**src/rtl/dmem_stall_if.sv**
```systemverilog
// M-stage data-memory bus between the pipelined core (master) and dmem_stall (slave).
// The be lane-enable signal exists only when DMEM_BYTE_EN is defined.
interface dmem_stall_if #(
  parameter int WIDTH = 32
);
  logic             memreq;
  logic             memwrite;
  logic [31:0]      addr;
  logic [WIDTH-1:0] writedata;
`ifdef DMEM_BYTE_EN
  logic [WIDTH/8-1:0] be;
`endif
  logic [WIDTH-1:0] readdata;
  logic             stall;
  logic             done;
  logic             error;

  modport master (
    output memreq, memwrite, addr, writedata,
`ifdef DMEM_BYTE_EN
    output be,
`endif
    input  readdata, stall, done, error
  );

  modport slave (
    input  memreq, memwrite, addr, writedata,
`ifdef DMEM_BYTE_EN
    input  be,
`endif
    output readdata, stall, done, error
  );
endinterface

```
**src/rtl/dmem_stall.sv**
```systemverilog
// Multi-cycle data memory for the pipelined MIPS core; stalls the pipeline for LATENCY cycles per access.
// Optional feature macro: DMEM_BYTE_EN (per-lane store enables, sb/sh stores skip the alignment check).
module dmem_stall #(
  parameter int WIDTH   = 32,
  parameter int DEPTH   = 64,
  parameter int LATENCY = 2
) (
  input  logic        clk,
  input  logic        reset,
  dmem_stall_if.slave bus
);
  localparam int AW = $clog2(DEPTH);
  localparam int NB = WIDTH / 8;
  localparam logic [3:0] CNT_INIT = 4'(LATENCY > 1 ? LATENCY - 2 : 0);

  typedef enum logic [1:0] {IDLE, BUSY, DONE} state_t;

  state_t           state, state_next;
  logic [3:0]       cnt, cnt_next;

  logic [AW+1:0]    req_addr;
  logic [WIDTH-1:0] req_wdata;
  logic             req_write;
`ifdef DMEM_BYTE_EN
  logic [NB-1:0]    req_be;
`endif

  logic [AW+1:0]    cur_addr;
  logic [WIDTH-1:0] cur_wdata;
  logic             cur_write;
  logic [NB-1:0]    cur_be;
  logic [AW-1:0]    cur_idx;
  logic             cur_misaligned;
  logic             accept, finish, do_write;

  logic [WIDTH-1:0] mem [DEPTH];
  logic [WIDTH-1:0] readdata_r;
  logic             unused_addr_hi;

  function automatic logic misaligned(input logic [1:0] lo);
    return lo != 2'b00;
  endfunction

  // Addresses alias modulo DEPTH*4, so the upper address bits are deliberately dropped.
  assign unused_addr_hi = ^bus.addr[31:AW+2];

  assign accept = (state == IDLE) && bus.memreq;

  // With LATENCY=1 the DONE edge coincides with acceptance, so the live inputs stand in for the latch.
  assign cur_addr  = (state == IDLE) ? bus.addr[AW+1:0] : req_addr;
  assign cur_wdata = (state == IDLE) ? bus.writedata    : req_wdata;
  assign cur_write = (state == IDLE) ? bus.memwrite     : req_write;
`ifdef DMEM_BYTE_EN
  assign cur_be         = (state == IDLE) ? bus.be : req_be;
  assign cur_misaligned = misaligned(cur_addr[1:0]) && !cur_write;
`else
  assign cur_be         = '1;
  assign cur_misaligned = misaligned(cur_addr[1:0]);
`endif
  assign cur_idx  = cur_addr[AW+1:2];
  assign finish   = (state_next == DONE);
  assign do_write = finish && cur_write && !cur_misaligned && !reset;

  always_comb begin
    state_next = state;
    cnt_next   = cnt;
    unique case (state)
      IDLE: begin
        if (bus.memreq) begin
          if (LATENCY == 1) begin
            state_next = DONE;
          end else begin
            state_next = BUSY;
            cnt_next   = CNT_INIT;
          end
        end
      end
      BUSY: begin
        if (cnt == 4'd0) state_next = DONE;
        else             cnt_next   = cnt - 4'd1;
      end
      DONE:    state_next = IDLE;
      default: state_next = IDLE;
    endcase
  end

  always_ff @(posedge clk or posedge reset) begin
    if (reset) begin
      state      <= IDLE;
      cnt        <= 4'd0;
      readdata_r <= '0;
    end else begin
      state <= state_next;
      cnt   <= cnt_next;
      if (finish) begin
        if (cur_misaligned)  readdata_r <= '0;
        else if (!cur_write) readdata_r <= mem[cur_idx];
      end
    end
  end

  always_ff @(posedge clk) begin
    if (accept) begin
      req_addr  <= bus.addr[AW+1:0];
      req_wdata <= bus.writedata;
      req_write <= bus.memwrite;
`ifdef DMEM_BYTE_EN
      req_be    <= bus.be;
`endif
    end
  end

  always_ff @(posedge clk) begin
    if (do_write) begin
      for (int i = 0; i < NB; i++) begin
        if (cur_be[i]) mem[cur_idx][8*i +: 8] <= cur_wdata[8*i +: 8];
      end
    end
  end

  assign bus.stall    = ((state == IDLE) && bus.memreq) || (state == BUSY);
  assign bus.done     = (state == DONE);
  assign bus.error    = (state == DONE) && cur_misaligned;
  assign bus.readdata = readdata_r;
endmodule

```
**src/flat_wrapper.sv**
```systemverilog
// flat-port wrapper written by rule: the top's interface ports become plain ports
module dmem_stall_flat 
#(
  parameter int WIDTH   = 32,
  parameter int DEPTH   = 64,
  parameter int LATENCY = 2
)
  (clk, reset, bus_memreq, bus_memwrite, bus_addr, bus_writedata, bus_readdata, bus_stall, bus_done, bus_error);
  dmem_stall_if #(.WIDTH(WIDTH)) bus_i ();
  input  logic clk;
  input  logic reset;
  input wire logic [$bits(bus_i.memreq)-1:0] bus_memreq;
  input wire logic [$bits(bus_i.memwrite)-1:0] bus_memwrite;
  input wire logic [$bits(bus_i.addr)-1:0] bus_addr;
  input wire logic [$bits(bus_i.writedata)-1:0] bus_writedata;
  output wire logic [$bits(bus_i.readdata)-1:0] bus_readdata;
  output wire logic [$bits(bus_i.stall)-1:0] bus_stall;
  output wire logic [$bits(bus_i.done)-1:0] bus_done;
  output wire logic [$bits(bus_i.error)-1:0] bus_error;
  assign bus_i.memreq = bus_memreq;
  assign bus_i.memwrite = bus_memwrite;
  assign bus_i.addr = bus_addr;
  assign bus_i.writedata = bus_writedata;
  assign bus_readdata = bus_i.readdata;
  assign bus_stall = bus_i.stall;
  assign bus_done = bus_i.done;
  assign bus_error = bus_i.error;
  dmem_stall #(.WIDTH(WIDTH), .DEPTH(DEPTH), .LATENCY(LATENCY)) u_core (.clk(clk), .reset(reset), .bus(bus_i));
endmodule
```
**config.mk**
```make
export PLATFORM = sky130hd
export DESIGN_NAME = dmem_stall_flat
export DESIGN_NICKNAME = d
export VERILOG_FILES = /design/src/rtl/dmem_stall_if.sv /design/src/rtl/dmem_stall.sv /design/src/flat_wrapper.sv
export SDC_FILE = /design/constraint.sdc
export NUM_CORES = 2
export LEC_CHECK = 0
export ABC_AREA = 1
export BUFFER_PORTS_ARGS = -buffer_cell sky130_fd_sc_hd__buf_2
export CAP_MARGIN = 30
export CORE_MARGIN = 1.5
export CORE_UTILIZATION = 35
export CTS_BUF_LIST = sky130_fd_sc_hd__clkbuf_8
export CTS_CLUSTER_SIZE = 25
export DETAILED_ROUTE_END_ITERATION = 6
export HOLD_SLACK_MARGIN = 0.02
export PLACE_DENSITY = 0.48
export SETUP_SLACK_MARGIN = 0.15
export SYNTH_ARGS = -nofsm -noshare
export SYNTH_HDL_FRONTEND = slang
export SYNTH_SLANG_ARGS = --single-unit
```
**constraint.sdc**
```tcl
create_clock -name clk -period 6.5 [get_ports clk]
set_input_delay 1.625 -clock clk [delete_from_list [all_inputs] [get_ports clk]]
set_output_delay 1.625 -clock clk [all_outputs]
set_load 0.01 [all_outputs]
```
* Word-level counts from Yosys, hierarchy flattened
Memory sizes are Yosys's and may differ from the RTL's.
Index checks and enable logic that the tools add are counted.
** Word-level totals
- Register bits after elaboration :: 79
- Latch bits :: 0
- Bits in writable memories :: 2048
- Memory bits (read-only) :: 0
- Input bits :: 68
- Output and inout port bits :: 35
- Logic and storage cells :: 41
- Memories :: 1
** Memory list
- u_core.mem :: depth 64, width 32, rd ports 1, clocked after memory_dff 0, wr ports 1, RTL line dmem_stall.sv:36 : logic [WIDTH-1:0] mem [DEPTH];
** Cells by class
- Add/subtract/negate cells :: 1
- $mul :: 0
- Div/mod/pow operators :: 0
- $lt $le $gt $ge :: 0
- Eq/ne operators :: 6
- Shift operators :: 0
- Muxes and demuxes :: 13
- Bitwise operators :: 0
- Reductions and logical operators :: 14
** Operators by type and width (count)
- $mux 32 :: 3
- $mux 4 :: 2
- $mux 8 :: 1
- $pmux 4 s2 :: 1
- $ne 2x2->1 const B :: 3
- $logic_and 1x1->1 :: 5
- $eq 2x2->1 const B :: 2
- $logic_not 4->1 :: 1
- $mux 2 :: 2
- $pmux 2 s2 :: 1
- $reduce_bool 2->1 :: 2
- $sub 4x1->4 const B :: 1
- $mux 1 :: 3
- $reduce_and 3->1 :: 1
- $eq 2x1->1 const B :: 1
- $logic_not 1->1 :: 2
- $logic_not 2->1 :: 1
- $reduce_and 2->1 :: 1
- $logic_or 1x1->1 :: 1

* Longest topological paths before layout
- Depth after elaboration :: 9
- Mapped depth :: 18
- Gate-level depth less buffers :: 15

* Worst setup path after synthesis
OpenSTA, ideal clock, no wires.
- Path kind :: input to register
- From :: in bus_addr[4]
- To :: mem u_core.mem[0][0], enable pin
- Library setup time :: 0.421 ns
- Arrival :: 4.170 ns
- Required time :: 6.079 ns
- Slack :: 1.909 ns
- Stages :: 7
- Path buffers :: 2
- Cells stage by stage :: nand2_1 > nand2_1 > nor2_1 > buf_2 > buf_2 > nand3_1 > nor2_1
** Between the ends
- Word-level cells in the longest chain between the ends :: 1
** Ends and longest elaborated chain
- start, declared :: RTL line flat_wrapper.sv:14 : input wire logic [$bits(bus_i.addr)-1:0] bus_addr;
- $mux 8 :: RTL line dmem_stall.sv:50 : assign cur_addr = (state == IDLE) ? bus.addr[AW+1:0] : req_addr;
- end, declared :: RTL line dmem_stall.sv:36
No other way between the ends.

* Worst setup path after layout
- From :: reg u_core.state[0]
- To :: mem u_core.mem[45][26], enable pin
** Between the ends
- Word-level cells in the longest chain between the ends :: 8
- Elaborated cells on any way between the ends :: 15
- Classes of those cells :: eq/ne (2); mux (7); reduce/logical (6)
** Ends and longest elaborated chain
- start, declared :: RTL line dmem_stall.sv:18 : state_t state, state_next;
- start signal, assigned :: RTL line dmem_stall.sv:93 : state <= state_next;
- $eq 2x1->1 (tied with other cells) :: RTL line dmem_stall.sv:67 : unique case (state)
- $pmux 2 s2 or $mux 8 (tied branches) :: RTL line dmem_stall.sv:67, dmem_stall.sv:50
- $eq 2x2->1 or $reduce_bool 2->1 (tied branches) :: RTL line dmem_stall.sv:61, dmem_stall.sv:41
- $logic_and 1x1->1 or $logic_not 1->1 (tied branches) :: RTL line dmem_stall.sv:62 : assign do_write = finish && cur_write && !cur_misaligned && !reset;
- $logic_and 1x1->1 (2 in series) :: RTL line dmem_stall.sv:62
- $mux 1 :: RTL line dmem_stall.sv:114 : if (do_write) begin
- $mux 1 (not written as such) :: RTL line dmem_stall.sv:116 : if (cur_be[i]) mem[cur_idx][8*i +: 8] <= cur_wdata[8*i +: 8];
Parallel ways exist; a longest one is shown, timed or not.

==> impl_metrics.yaml <==
outcome:
  status: "finished clean"
setup_path:
  r2r-end: "u_core.mem[45][26]"
  rrSetupSlack_ps: 1920
  crit_arrival_ps: 5260
  worstPathMaxFanout: 40
  startpoint: "u_core.state[0]"
  r2r_cells: 9
  crit_end: "u_core.mem[45][26]"
  reg2reg_from: "u_core.state[0]"
  endpoint_kind: "flip-flop"
  cp-start-kind: "flip-flop"
  worstSetupPathType: "reg2reg"
  worstPathRequired_ps: 7180
clock_network:
  htreeDepth: 5
  clk-insertion-delay-late_ps: 1070
  cts_tree: "done"
  clock_sinks: 2127
  post_cts_buffers: 0
  clk_path_buf_depth: 4
  ctsResizeCount: 0
  cts_buffers: 375
  cts-root-buf: "clkbuf_8"
  clk_pin_slew_ps: 50
  cts_hold_buffers: 0
placed_design:
  place_congestion: 0.819
  io_buffers: 78
  hpwl_um: 150000
die:
  die_x_um: 505
  design.die.area_um2: 255000
  initial_core_util_pct: 35.2
  core_area_um2: 251000
  core.rowCount: 184
  ioPinCount: 103
  die-height_um: 505
drt:
  vias: 57943
  viasPerCell: 4.80
  wirelength_um: 275000
  post-route-drc-count: 0
  ant_nets: 0
  drtIter0Drc: 4790
  drtPass1Iterations: 6
  wl_per_cell_um: 22.8
yosys:
  synth.mux.area_fraction_pct: 0.0113
  yosysWarnings: 0
  syn-num-nets: 8260
  synth_area_per_cell_um2: 10.8
  yosys.area_share.simple_pct: 20.7
  synth-adder-area-share_pct: 0.0284
  synth_area_leader_cell: "edfxtp_1"
  synth-compound-area-share_pct: 1.65
  synth_top_family_by_area: "simple AND/OR/NAND/NOR gates"
  ys_seq_elements: 2127
  synthCells: 8190
  yosysTopAreaCellShare_pct: 71.1
  synth.distinct_cells: 32
  syn_area_um2: 88300
  synth_xor_area_share_pct: 0
  ys_seq_area_share_pct: 72.2
  synthTopCellsByArea: "edfxtp_1, nand2_1, inv_1"
global_routing:
  grtUsageMet2_pct: 34.8
  antenna_found_initial: 25
  grt_pass1_vias: 55365
  gr-total-overflow: 0
  grt_first_pass_wirelength_um: 393000
  globalRouteTotalUtil_pct: 21.2
  grt_util_met3_pct: 3.65
  use_met1_pct: 28.4
  grt_max_degree: 141
  grt-busiest-layer: "met2"
job:
  max_cap_violations: 0
layout:
  layout.nets: 8528
  layout.cells.most_common: "nand2_1"
  utilization_pct: 39.9
  final_cell_mix: "nand2_1, edfxtp_1, inv_1"
  ff_latch_area_um2: 63700
  drive_above_1_share_pct: 9.64
  syn_to_final_growth_pct: 13.5
  multi_input_area_um2: 20500
  nFillCells: 24308
timing:
  fin_setup_tns_ps: 0
  rsz0062_at_grt: "false"
  max_slew_margin_pct: 32.7
  fmax_mhz: 218
  finClkSkew_ps: 81.7
  slew_viol_final: 0
  finalSetupViolCount: 0
  timing.hold.ws_ps: 475
  finalHoldViolations: 0
  post-route-min-period_ps: 4580
  finalCritPeriodShare_pct: 70.5
  worst_pin_slew_ps: 1010
pwr:
  pwr_density_cell_nw_per_um2: 466
  p_leak_nw: 40.2
  ir_drop_mv: 0.384
worst_hold_path:
  hold_class: "reg2reg"
-- layout make-up --
type	count	share of cell area (%)
Clock inverter	256	1.01
Sequential cell	2127	63.6
Multi-Input combinational cell	4855	20.4
Tap cell	3348	4.18
Inverter	808	3.03
Timing Repair Buffer	291	2.49
Antenna cell	8	0.0200
Clock buffer	386	5.30
-- worst max-delay path: stages (launching register included) --
cell,delay (ps)
dfrtp_1,460
inv_2,100
nand2_2,460
nand2_1,380
nand2_8,250
nor2_4,710
nand3_1,390
buf_4,350
nor2_4,600
buf_4,400
-- per-stage QoR --
stage	setup WS (ps)	std cells	total power, mW	cell area, µm²
6_report	1920	12079	46.6	100000
5_1_grt	1680	12076	49.2	100000
4_1_cts	1900	12070	47.1	100000
3_5_place_dp	1400	11428	36.2	93800
3_3_place_gp	1400	11426	36.1	93800
2_1_floorplan	1910	8190	28.2	88300
-- synthesized netlist by cell type --
library cell  instances
nand2_1            3576
edfxtp_1           2089
inv_1               798
nand3_1             569
nor2_1              262
o21ai_0             239
buf_2               184
clkbuf_1            180
nand4_1             115
a21oi_1              43
dfrtp_1              38
buf_1                28
and2_1               20
inv_2                 9
buf_4                 8
nor3_2                4
a31oi_1               3
nand2_2               3
nor2_2                3
nor3_1                3
ha_1                  2
nor3_4                2
o21ai_2               2
or2_2                 2
clkinv_1              1
mux2i_1               1
nor2_4                1
nor4_1                1
nor4_4                1
o21ai_1               1
o31ai_1               1
or2_1                 1
-- report_power, final --
group / switching (mW) / internal [mW] / leakage, nW
combinational: 14.2 / 3.83 / 17.1
clock: 5.43 / 5.44 / 3.71
sequential: 0.0763 / 17.7 / 19.4
-- flip-flops by register name, summed over array words and instances (netlist names) --
register             flops
u_core.state             2
u_core.req_write         1
u_core.bus.readdata     32
u_core.req_wdata        32
u_core.cnt               4
u_core.req_addr          8
u_core.mem            2048
-- per-layer routing --
metal	up-vias	routed length [µm]
met5	-	17
met4	2	8380
met3	419	16400
met2	1594	131000
met1	28460	120000
li1	27468	-
-- kinds of logic after synthesis --
family | after synthesis
compound gates | 289
fa+ha+maj | 2
buf+inv | 1208
flops | 2127
mux | 1
simple gates | 4563
-- worst min path at each step --
stage / cells past startpoint / endpoint / slack [ps] / from
3_3_place_gp: 1 / u_core.cnt[3] / 450 / u_core.cnt[3]
3_5_place_dp: 2 / u_core.bus.readdata[22] / 460 / u_core.bus.readdata[22]
5_1_grt: 1 / u_core.cnt[3] / 480 / u_core.cnt[3]
2_1_floorplan: 1 / u_core.cnt[3] / 430 / u_core.cnt[3]
4_1_cts: 2 / u_core.bus.readdata[22] / 480 / u_core.bus.readdata[22]
6_report: 2 / u_core.bus.readdata[22] / 470 / u_core.bus.readdata[22]
Note: power is estimated with default switching activity, not from simulation.
